## src/rtl/sdram_line_xfer.sv

```systemverilog
// Cache-line transfer engine between a cache and a burst SDRAM controller.
// Two line-sized FIFOs decouple the cache from read and write bursts.
module sdram_line_xfer #(
    parameter int unsigned LINEWORDS = 16,
    parameter int unsigned ADDRWIDTH = 19
) (
    input  logic                 clock,
    input  logic                 reset_n,
    input  logic                 readreq,
    input  logic                 writereq,
    input  logic [ADDRWIDTH-1:0] rd_lineaddr,
    input  logic [ADDRWIDTH-1:0] wr_lineaddr,
    input  logic [15:0]          data_to_ram,
    input  logic                 write,
    output logic                 writeready,
    output logic [15:0]          data_from_ram,
    input  logic                 read,
    output logic                 readready,
    output logic                 busy,
    output logic                 cmd_valid,
    output logic                 cmd_write,
    output logic [ADDRWIDTH-1:0] cmd_addr,
    input  logic                 cmd_ack,
    input  logic [15:0]          sd_rdata,
    input  logic                 sd_rvalid,
    output logic [15:0]          sd_wdata,
    input  logic                 sd_wstrobe
);
    localparam int unsigned CW = $clog2(LINEWORDS) + 1;
    localparam int unsigned PW = (LINEWORDS > 1) ? $clog2(LINEWORDS) : 1;
    localparam logic [CW-1:0] FULL  = CW'(LINEWORDS);
    localparam logic [CW-1:0] LASTW = CW'(LINEWORDS - 1);
    localparam logic [PW-1:0] LASTP = PW'(LINEWORDS - 1);

    typedef enum logic [2:0] {
        StIdle, StRdCmd, StRdData, StWrFill, StWrCmd, StWrData
    } state_t;

    state_t               state_q, state_d;
    logic [CW-1:0]        word_q, word_d;
    logic                 pend_q, pend_d;
    logic [ADDRWIDTH-1:0] rd_addr_q, rd_addr_d;
    logic [ADDRWIDTH-1:0] wr_addr_q, wr_addr_d;

    logic [15:0]   rf_mem [LINEWORDS];
    logic [PW-1:0] rf_wp_q, rf_rp_q;
    logic [CW-1:0] rf_cnt_q;
    logic          rf_push, rf_pop;

    logic [15:0]   wf_mem [LINEWORDS];
    logic [PW-1:0] wf_wp_q, wf_rp_q;
    logic [CW-1:0] wf_cnt_q;
    logic          wf_push, wf_pop;

    function automatic logic [PW-1:0] inc_ptr(input logic [PW-1:0] p);
        return (p == LASTP) ? '0 : p + 1'b1;
    endfunction

    assign rf_push = (state_q == StRdData) && sd_rvalid && (rf_cnt_q != FULL);
    assign rf_pop  = read && (rf_cnt_q != '0);
    assign wf_push = write && (wf_cnt_q != FULL);
    assign wf_pop  = (state_q == StWrData) && sd_wstrobe && (wf_cnt_q != '0);

    always_ff @(posedge clock or negedge reset_n) begin
        if (!reset_n) begin
            rf_wp_q  <= '0;
            rf_rp_q  <= '0;
            rf_cnt_q <= '0;
            wf_wp_q  <= '0;
            wf_rp_q  <= '0;
            wf_cnt_q <= '0;
        end else begin
            if (rf_push) rf_wp_q <= inc_ptr(rf_wp_q);
            if (rf_pop)  rf_rp_q <= inc_ptr(rf_rp_q);
            if (rf_push && !rf_pop) rf_cnt_q <= rf_cnt_q + 1'b1;
            else if (rf_pop && !rf_push) rf_cnt_q <= rf_cnt_q - 1'b1;
            if (wf_push) wf_wp_q <= inc_ptr(wf_wp_q);
            if (wf_pop)  wf_rp_q <= inc_ptr(wf_rp_q);
            if (wf_push && !wf_pop) wf_cnt_q <= wf_cnt_q + 1'b1;
            else if (wf_pop && !wf_push) wf_cnt_q <= wf_cnt_q - 1'b1;
        end
    end

    // Storage needs no reset: every read port is gated by its occupancy count.
    always_ff @(posedge clock) begin
        if (rf_push) rf_mem[rf_wp_q] <= sd_rdata;
        if (wf_push) wf_mem[wf_wp_q] <= data_to_ram;
    end

    always_ff @(posedge clock or negedge reset_n) begin
        if (!reset_n) begin
            state_q   <= StIdle;
            word_q    <= '0;
            pend_q    <= 1'b0;
            rd_addr_q <= '0;
            wr_addr_q <= '0;
        end else begin
            state_q   <= state_d;
            word_q    <= word_d;
            pend_q    <= pend_d;
            rd_addr_q <= rd_addr_d;
            wr_addr_q <= wr_addr_d;
        end
    end

    always_comb begin
        state_d   = state_q;
        word_d    = word_q;
        pend_d    = pend_q;
        rd_addr_d = rd_addr_q;
        wr_addr_d = wr_addr_q;
        cmd_valid = 1'b0;
        cmd_write = 1'b0;
        cmd_addr  = '0;
        unique case (state_q)
            StIdle: begin
                if (readreq) begin
                    rd_addr_d = rd_lineaddr;
                    state_d   = StRdCmd;
                    if (writereq) begin
                        wr_addr_d = wr_lineaddr;
                        pend_d    = 1'b1;
                    end
                end else if (writereq) begin
                    wr_addr_d = wr_lineaddr;
                    state_d   = StWrFill;
                end
            end
            StRdCmd: begin
                // Hold off the read burst until the cache has drained the previous line.
                if (rf_cnt_q == '0) begin
                    cmd_valid = 1'b1;
                    cmd_addr  = rd_addr_q;
                    if (cmd_ack) begin
                        state_d = StRdData;
                        word_d  = '0;
                    end
                end
            end
            StRdData: begin
                if (sd_rvalid) begin
                    word_d = word_q + 1'b1;
                    if (word_q == LASTW) begin
                        if (pend_q) begin
                            pend_d  = 1'b0;
                            state_d = StWrFill;
                        end else begin
                            state_d = StIdle;
                        end
                    end
                end
            end
            StWrFill: begin
                if (wf_cnt_q == FULL) state_d = StWrCmd;
            end
            StWrCmd: begin
                cmd_valid = 1'b1;
                cmd_write = 1'b1;
                cmd_addr  = wr_addr_q;
                if (cmd_ack) begin
                    state_d = StWrData;
                    word_d  = '0;
                end
            end
            StWrData: begin
                if (sd_wstrobe) begin
                    word_d = word_q + 1'b1;
                    if (word_q == LASTW) state_d = StIdle;
                end
            end
            default: state_d = StIdle;
        endcase
    end

    assign busy          = (state_q != StIdle) || pend_q;
    assign writeready    = (wf_cnt_q != FULL);
    assign readready     = (rf_cnt_q != '0);
    assign data_from_ram = readready ? rf_mem[rf_rp_q] : '0;
    assign sd_wdata      = (wf_cnt_q != '0) ? wf_mem[wf_rp_q] : '0;

endmodule

```

## config.mk

```make
export PLATFORM = sky130hd
export DESIGN_NAME = sdram_line_xfer
export DESIGN_NICKNAME = d
export VERILOG_FILES = /design/src/rtl/sdram_line_xfer.sv
export SDC_FILE = /design/constraint.sdc
export NUM_CORES = 1
export LEC_CHECK = 0
export ABC_AREA = 1
export ABC_CLOCK_PERIOD_IN_PS = 4400
export CAP_MARGIN = 20
export CORE_ASPECT_RATIO = 1.25
export CORE_MARGIN = 1.5
export CORE_UTILIZATION = 59
export CTS_BUF_LIST = sky130_fd_sc_hd__clkbuf_8 sky130_fd_sc_hd__clkbuf_16
export DETAILED_ROUTE_END_ITERATION = 7
export GPL_TIMING_DRIVEN = 0
export PLACE_DENSITY_LB_ADDON = 0.2
export SLEW_MARGIN = 20
export SYNTH_ARGS = -nofsm -noshare
export SYNTH_HDL_FRONTEND = slang
export SYNTH_SLANG_ARGS = --single-unit
```

## constraint.sdc

```tcl
create_clock -name clock -period 4.4 [get_ports clock]
set_clock_uncertainty 0.1 [all_clocks]
set_input_delay 1.32 -clock clock [delete_from_list [all_inputs] [get_ports clock]]
set_output_delay 1.32 -clock clock [all_outputs]
set_load 0.005 [all_outputs]
```

==> results.md <==
* Max_cap viols at 0
* Vias after detailed routing at 18288
* Critical path class: register to primary output
* Area of the multi-input gates at 0.00675 sq mm
* Die Y at 237 microns
* Slowest CP cell: clkdlybuf4s50_1
* H-tree depth at 2
* CTS tree: built
* Leak Pwr at 13.3 nW
* Yosys top cell area share at 59.3%
* Fillers at 3136
* Post-synthesis register bit count at 585
* Root Driver: clkbuf_16
* RSZ-0062 raised after global routing: yes
* Routed len/inst at 19.1 microns
* Nets@finish at 2906
* Clk slew on worst S/H paths at 0.07 ns
* Library cells used by synthesis at 28
* Initial antenna violation count at 1
* TritonCTS Buffers at 55
* Yosys Warn Count at 0
* Vias/cell at 5.35
* CP Capture Type: primary output
* Critical Path Start Type: register
* Total die area at 0.0452 sq mm
* Placed insts at 3311
* Final min period at 4.31 ns
* Status: finished clean
* Hold Crit Class: register to register
* Slew Viols, Final at 0
* Layout cell share with drive strength beyond 1 at 9.58%
* Cell Count, Final, Fillers Out at 3416
* Setup tns final at 0 ns
* Final WL at 65300 microns
* Top Ports at 135
* Slew @ Worst Pin at 0.983 ns
* Clock insertion delay at the later pin of the skew report at 0.61 ns
* CP Cell Sequence: inv_1 > buf_2 > clkbuf_4 > nand3_1 > nand2_1 > nand2_1 > nand2_1 > inv_1 > a21oi_1 > clkdlybuf4s50_1
* Largest area contributor in the netlist: edfxtp_1
* Vias in the first global route at 18352
* FP Rows at 85
* DRT antenna net count at 0
* Largest net degree at the start of global routing at 54
* Post-place setup slack at 0.235 ns
* WP data required at 2.98 ns
* Starting density of the core at 60.1%
* Post-DP HPWL at 45300 microns
* Total track usage at 29.5%
* Worst hold slack at 0.394 ns
* Max-slew headroom at 34.4%
* Synth area leaders: edfxtp_1 59%, nand2_1 14%, dfrtp_1 7.0%
* Final Setup Violations at 0
* Synthesis-to-layout area growth at 16.2%
* Pwr/cell area at 623 mW/mm^2
* Endpoints failing hold at 0
* Max Clk Rate at 232 MHz
* Post-layout util at 69.8%
* Total power at 18.8 mW
* Initial DRC count at 1534
* Number of remaining DRC errors at 0
* Routability cong. at 0.948
* Die X at 191 microns
* Worst Path Max Fanout at 10
* CP most frequent cell: nand2_1
* Slowest stage delay, CP at 0.56 ns
* I/O Buffers at 134
* Final period util at 97.9%
* Overflow after GRT at 0
* Synthesized area per cell at 9.99 sq um
* Drt pass-1 iters at 6
* Reg area at 0.0172 sq mm
* CTS Buffer Depth at 3
* Post-Syn Area at 0.0259 sq mm
* Worst IR drop on VDD at 0.571 mV
* First-pass GRT wire length at 100000 microns
* Syn_nets at 2697
* Sequential share of the synthesized area at 66.3%
* Post-route cell area at 0.0301 sq mm
* Core area at 0.0432 sq mm
* CTS sink cnt at 585
* CP arrival at 2.89 ns
* Post-Syn Instances at 2596
* Placed cell area at 0.0283 sq mm
* Setup WS post-layout at 0.0926 ns
-- state kept, by name, summed over array words and instances, names as in the netlist --
signal and cells:
pend_q 1, word_q 5, rf_mem 256, wf_rp_q 4, wf_wp_q 4, rd_addr_q 19
state_q 3, rf_rp_q 4, wf_cnt_q 5, wr_addr_q 19, rf_wp_q 4, rf_cnt_q 5
wf_mem 256
-- layout by cell type (no fill, tap or decap), types with 2 or more instances in the layout --
cell type	n
clkbuf_1	20
nand2_1	996
clkbuf_4	7
nand4_1	4
clkdlybuf4s50_1	133
nand3_1	301
buf_8	6
buf_1	3
edfxtp_1	512
nor2_1	20
nand2_2	2
nor2_2	36
nor3_1	2
or2_2	2
inv_2	5
ha_1	20
mux2_2	38
inv_1	408
a21oi_1	38
buf_2	59
xor2_1	12
buf_4	7
buf_6	15
clkinv_2	12
bufinv_16	4
clkbuf_2	10
fa_1	2
clkbuf_16	57
dfrtp_1	72
clkbuf_8	8
xnor2_1	2
o21ai_0	15
o21ai_1	3
clkinv_1	12
-- kinds of logic (layout without fill, tap and decap cells) --
group	after synthesis	after routing	share of synthesized area, %
AO/OA/AOI/OAI	56	56	1.08
XOR/XNOR	14	14	0.473
adder cells (fa/ha/maj)	22	22	1.12
buffers and inverters	515	769	7.99
flip-flops	585	585	66.3
multiplexers	38	38	1.65
other	0	1	0
AND/OR/NAND/NOR	1366	1366	21.4
-- layout make-up --
class | count | area share, %
diodes | 1 | 0.00830
repair buffers | 152 | 5.22
clock buffers | 65 | 5.10
flip-flops and latches | 585 | 57.1
well taps | 565 | 2.34
plain buffers | 109 | 1.93
clock inverters | 37 | 0.884
multi-input cells | 1496 | 22.4
inverters | 406 | 5.06
-- final timing paths --
| kind | from | endpoint | slack, ns | depth (start not counted) |
|---|---|---|---|---|
| min in group asynchronous | reset_n | word_q[1] | 0.51 | 1 |
| setup reg to reg | state_q[2] | rf_cnt_q[4] | 1.42 | 15 |
| max in group asynchronous | reset_n | rf_rp_q[0] | 3.10 | 2 |
| hold / removal | word_q[3] | word_q[3] | 0.39 | 2 |
| setup / recovery | rf_rp_q[1] | data_from_ram[12] | 0.09 | 10 |
| hold reg to reg | word_q[3] | word_q[3] | 0.39 | 2 |
-- cells in the mapped netlist (all sizes together) --
master,count
or2,2
nor2,56
dfrtp,73
xnor2,2
ha,20
clkbuf,24
nor3b,1
inv,400
fa,2
xor2,12
clkinv,6
buf,85
edfxtp,512
a21oi,38
mux2,38
nand2,998
nand3b,1
nand4,4
nand3,302
nor3,2
o21ai,18
-- routing by layer --
metal | GRT usage, % | share of wire, % | vias up
met4 | 18.6 | 6.4 | 0
li1 | - | - | 8715
met3 | 3.69 | 6.3 | 193
met1 | 34.0 | 36 | 8641
met2 | 51.8 | 52 | 739
met5 | 0 | 0 | -
-- worst max-delay path: cells and delay by family, from the launching register on --
family	cells	cell delay, ns
compound gates	1	0.24
simple gates	4	0.37
flops	1	0.41
buf+inv	5	1.25
-- where the power goes --
part,internal [mW],switching (mW),total (mW)
combinational,2.58,4.50,7.09
clock,2.70,2.02,4.72
sequential,6.66,0.303,6.96
total,11.9,6.82,18.8
-- timing repair --
| action | 4_1_cts | 5_1_grt |
|---|---|---|
| endpoints found under the setup margin | 7 | 28 |
| gates resized for setup | 5 | 23 |
| setup buffers | 0 | 2 |
| hold buffers | 0 | 0 |
| pin swaps | 0 | 1 |
Power figures use the tool's default switching activity.
